===== src/rtl/alu_sequencer.sv =====
// alu_sequencer
// Steps through a short instruction program for the 4-bit Decode_And_Execute
// ALU. The host fills the register file and the program buffer while idle and
// then pulses start. Each instruction runs in two cycles: FETCH latches the
// operands and select, and EXEC writes the ALU result back to the register file.
//
// Ports:
//   clk, rst            rising-edge clock, asynchronous active-high reset
//   wr_en/addr/data     host register write, honoured only while idle
//   load_valid/instr    program load offer {sel, rd_idx, rs_idx, rt_idx}
//   load_ready          buffer accepts (idle, not full, start low)
//   start               run the loaded program
//   busy, done, pc      run status, end-of-program pulse, instruction index
//   alu_rs/rt/sel       registered ALU operands and select
//   alu_rd              combinational ALU result
//   dbg_addr, dbg_data  zero-latency register file read port
module alu_sequencer #(
  parameter int PROG_DEPTH = 8
) (
  input  logic       clk,
  input  logic       rst,
  input  logic       wr_en,
  input  logic [1:0] wr_addr,
  input  logic [3:0] wr_data,
  input  logic       load_valid,
  input  logic [8:0] load_instr,
  output logic       load_ready,
  input  logic       start,
  output logic       busy,
  output logic       done,
  output logic [2:0] pc,
  output logic [3:0] alu_rs,
  output logic [3:0] alu_rt,
  output logic [2:0] alu_sel,
  input  logic [3:0] alu_rd,
  input  logic [1:0] dbg_addr,
  output logic [3:0] dbg_data
);

  localparam int AW = (PROG_DEPTH > 1) ? $clog2(PROG_DEPTH) : 1;
  localparam int CW = $clog2(PROG_DEPTH) + 1;

  typedef enum logic [1:0] {IDLE, FETCH, EXEC, DONE} state_t;

  state_t        state;
  logic [8:0]    prog [PROG_DEPTH];
  logic [3:0]    rf [4];
  logic [CW-1:0] count;
  logic [8:0]    instr;
  logic          load_fire;
  logic          last;

  assign instr      = prog[pc[AW-1:0]];
  assign load_ready = (state == IDLE) && (count < CW'(PROG_DEPTH)) && !start;
  assign load_fire  = load_valid && load_ready;
  assign last       = (CW'(pc) == (count - CW'(1)));
  assign busy       = (state != IDLE);
  assign dbg_data   = rf[dbg_addr];

  // Program buffer needs no reset; stale entries are never executed because
  // count bounds the run.
  always_ff @(posedge clk) begin
    if (load_fire) begin
      prog[count[AW-1:0]] <= load_instr;
    end
  end

  // Sequencer FSM. The register file lives here because both the host write
  // (idle) and the EXEC write-back target it, never in the same cycle.
  always_ff @(posedge clk or posedge rst) begin
    if (rst) begin
      state   <= IDLE;
      count   <= '0;
      pc      <= '0;
      done    <= 1'b0;
      alu_rs  <= '0;
      alu_rt  <= '0;
      alu_sel <= '0;
      for (int i = 0; i < 4; i++) begin
        rf[i] <= '0;
      end
    end else begin
      done <= 1'b0;
      case (state)
        IDLE: begin
          if (wr_en) begin
            rf[wr_addr] <= wr_data;
          end
          if (load_fire) begin
            count <= count + CW'(1);
          end
          if (start && (count != '0)) begin
            pc    <= '0;
            state <= FETCH;
          end
        end
        FETCH: begin
          alu_rs  <= rf[instr[3:2]];
          alu_rt  <= rf[instr[1:0]];
          alu_sel <= instr[8:6];
          state   <= EXEC;
        end
        EXEC: begin
          rf[instr[5:4]] <= alu_rd;
          if (last) begin
            done  <= 1'b1;
            state <= DONE;
          end else begin
            pc    <= pc + 3'd1;
            state <= FETCH;
          end
        end
        DONE: begin
          count <= '0;
          pc    <= '0;
          state <= IDLE;
        end
        default: state <= IDLE;
      endcase
    end
  end

endmodule


===== config.mk =====
export PLATFORM = sky130hd
export DESIGN_NAME = alu_sequencer
export DESIGN_NICKNAME = d
export VERILOG_FILES = /design/src/rtl/alu_sequencer.sv
export SDC_FILE = /design/constraint.sdc
export NUM_CORES = 1
export LEC_CHECK = 0
export CAP_MARGIN = 0
export CORE_MARGIN = 4
export CORE_UTILIZATION = 45
export CTS_CLUSTER_DIAMETER = 30
export DETAILED_ROUTE_END_ITERATION = 8
export PLACE_DENSITY_LB_ADDON = 0.08
export SLEW_MARGIN = 30
export SYNTH_ARGS = -nofsm -noshare
export SYNTH_HDL_FRONTEND = slang
export SYNTH_SLANG_ARGS = --single-unit

===== constraint.sdc =====
create_clock -name clk -period 2.2 [get_ports clk]
set_clock_uncertainty 0.1 [all_clocks]
set_input_delay 0.66 -clock clk [delete_from_list [all_inputs] [get_ports clk]]
set_output_delay 0.66 -clock clk [all_outputs]
set_load 0.005 [all_outputs]

==> implementation parameters <==
Parameter                              Value

Cells and area
  Non-filler cells in the finished layout ... between 500 and 600
  Ratio of cells with drive above 1 in the final layout ... a little over a third
  Area added between synthesis and finish ... 33.8%
  Final standard cell utilization of the core ... a little over three fifths
  Inserted Diodes ... 0
  Nets@finish ... around 450

Timing
  Max-slew headroom at the worst pin ... around 72%
  Setup repair after global routing missed its margin ... true
  Final Worst Setup Slack ... -0.116 ns
  Count of pins over their slew limit ... 0
  Hold Fails Final Rpt ... 0
  Time the worst path needs with I/O delays and setup ... 2.32 ns
  Endpoints failing setup ... 13
  Hold slack final ... around 0.39 ns
  Period utilisation layout ... 105%
  Transition at the pin with the smallest max-transition slack ... between 0.4 and 0.5 ns
  Maximum operating frequency ... 0.432 GHz

Die
  Number of cell rows ... 37
  Core Area ... 0.0104 mm2
  Die Y-Extent ... approximately 110 um
  Die extent in x ... between 100 and 150 um
  Starting density of the core ... 46.7%
  Number of top-level pins ... 47
  Die outline area ... about 0.013 mm2

Logic synthesis
  Yosys reg bits ... around 110
  Post-synthesis instance total ... ~300
  Netlist Area Pre-Place ... between 0.004 and 0.005 mm2
  Most common flop cell mapped by yosys ... sky130_fd_sc_hd__edfxtp_1
  Yosys warning count ... 0
  Most area-consuming cells after synthesis ... sky130_fd_sc_hd__edfxtp_1, sky130_fd_sc_hd__dfrtp_1, sky130_fd_sc_hd__mux4_2
  Number of enable-type register cells in the synthesized netlist ... between 70 and 80
  Leading area contributor after synthesis ... sky130_fd_sc_hd__edfxtp_1
  Proportion of synthesized flip-flops having asynchronous set or reset ... around a third
  Number of distinct library cells after synthesis ... 39
  Top-area cell type share of the netlist area ... 44.4%
  Most repeated cell in the gate-level netlist after synthesis ... sky130_fd_sc_hd__edfxtp_1
  Synth Area per Inst ... about 16 um2
  Net Count, Synth ... about 330
  Most frequent cells after synthesis ... sky130_fd_sc_hd__edfxtp_1, sky130_fd_sc_hd__dfrtp_1, sky130_fd_sc_hd__nand2_1
  Sequential cell area fraction in the yosys report ... a little under two thirds

Critical path
  Critical path data required time ... 2.40 ns
  Critical path peak fanout ... 8
  Worst Setup Path Type ... register to register
  Signal arrival time at the worst endpoint ... ~2.5 ns
  Sort of element at the end of the critical path ... register
  Startpoint Class ... register

Global routing
  Antenna violations before repair ... 0
  Number of global-route vias before repair ... about 3200
  Pin count of the biggest net entering global routing ... 38
  Wire length of the first global-routing pass ... roughly 18 mm
  Global-route usage over all layers ... a little under a fifth
  Global route overflow ... 0

Clocking
  CTS tree ... built
  # hold bufs at CTS ... 0
  Longest Clk Path Bufs ... 2
  CTS Sinks ... between 100 and 150
  Clock root buffer master ... sky130_fd_sc_hd__clkbuf_8
  CTS H-tree depth ... 3
  Number of buffers created by CTS ... 9
  Clock latency of the later-clocked register in the worst-skew pair ... between 0.3 and 0.4 ns
  Clock input transition at the sequential cells of the worst setup and hold paths ... about 0.1 ns

Placed design
  HPWL after detailed placement ... 7.78 mm
  Dpl cells ... between 500 and 600
  Final Wtd Congestion ... around 0.85
  Placement-stage worst setup slack ... -0.827 ns
  I/O Buffers ... between 40 and 50

Outcome
  Outcome ... finished, violations left
  Violated checks ... setup timing

Power
  Power density normalized to cell area ... approximately 520 mW/mm2
  Leakage power ... between 2 and 3 nW
  Worst voltage drop across the vdd grid ... roughly 0.40 mV

Detailed routing
  Post-detailed-route DRC marker count ... 0
  Drt initial violations ... about 180
  Routed length per instance ... about 20 um
  Total routed wirelength ... 11.2 mm
  Number of routed nets with antenna violations ... 0
  DR pass1 iterations ... 4
  Average vias per placed instance ... roughly 5.6
  Vias ... between 3000 and 4000

Min path
  HP Class ... register to register

Job
  Max-cap violations ... 0
## metal layers
layer	wire, um	share of wire, %	global-route usage (%)	up-vias
li1	-	-	-	1440
met1	4820	43	24.4	1595
met2	5720	51	30.9	58
met3	302	2.7	2.66	19
met4	329	2.9	8.09	0
met5	0	0	0	-
## placed cells by master, fill, tap and decap left out, drive strengths merged, types with 3 or more instances in the layout
master | Yosys | final
inv | 6 | 7
clkdlybuf4s50 | 0 | 36
nand2 | 28 | 28
nand2b | 7 | 7
nor2 | 9 | 9
o21ai | 4 | 4
clkinv | 1 | 5
xor2 | 3 | 3
o32ai | 16 | 16
nand3 | 5 | 5
mux2i | 27 | 27
edfxtp | 72 | 72
nor2b | 3 | 3
dfrtp | 37 | 37
clkbuf | 7 | 12
mux4 | 22 | 22
mux2 | 18 | 18
nor3b | 3 | 3
o221ai | 8 | 8
o32a | 4 | 4
ha | 3 | 3
dlygate4sd2 | 0 | 4
buf | 5 | 76
## worst paths after layout
check,from,end,slack [ns],depth (start not counted)
setup / recovery,pc[0],rf[6],-0.12,6
hold / removal,alu_sel[0],alu_sel[0],0.39,2
setup reg to reg,pc[0],rf[6],-0.12,6
hold reg to reg,alu_sel[0],alu_sel[0],0.39,2
max in group asynchronous,rst,pc[2],1.24,3
min in group asynchronous,rst,count[2],0.54,3
## through the flow
step,cell area (um2),setup TNS [ns],power [mW]
2_1_floorplan,4950,-1.73,2.28
6_report,6510,-0.985,3.40
3_3_place_gp,6110,-24.48,2.37
3_5_place_dp,6110,-25.98,2.38
4_1_cts,6370,-1.66,3.43
5_1_grt,6510,-1.86,3.53
## flip-flops by register name, indices dropped and copies added, names as in the netlist
| signal | cells |
|---|---|
| done | 1 |
| count | 4 |
| alu_rs | 4 |
| alu_sel | 3 |
| alu_rt | 4 |
| rf | 16 |
| prog | 72 |
| pc | 3 |
| state | 2 |
## timing repair
action / in CTS / in global routing
buffers inserted: 11 / 4
pin swaps: 2 / 3
gates resized for setup: 38 / 23
setup endpoints to repair: 28 / 27
## area by class of cell
class | instances | area [um2]
timing repair buffer | 117 | 1150
tap | 136 | 170
sequential | 109 | 3090
inverter | 7 | 26.3
clock inverter | 5 | 36.3
multi-input combinational | 175 | 1900
clock buffer | 11 | 131
fill | 781 | 3910
## where the power goes
group	internal (mW)	total (mW)	switching, mW
registers	2.19	2.19	0.00390
logic	0.0748	0.137	0.0618
clock network	0.418	1.07	0.649
total	2.68	3.40	0.715
## cells by family (layout without fill, tap and decap cells)
logic type	count (synthesis)	after routing	share of synthesized area [%]
muxes	67	67	20.4
AOI/OAI and AO/OA	41	41	6.94
adders and majority gates	3	3	0.772
xor gates and xnor gates	4	4	1.00
and+or+nand+nor	60	60	5.74
buffers and inverters	19	140	1.70
DFF	109	109	63.5
## worst max-delay path: stages, from the launching register on
cell	delay, ns
sky130_fd_sc_hd__dfrtp_1	0.41
sky130_fd_sc_hd__buf_12	0.14
sky130_fd_sc_hd__mux4_2	0.51
sky130_fd_sc_hd__mux2_4	0.31
sky130_fd_sc_hd__buf_4	0.17
sky130_fd_sc_hd__o32ai_1	0.41
sky130_fd_sc_hd__mux2_4	0.22
No activity file was read; power rests on OpenSTA's default activity.
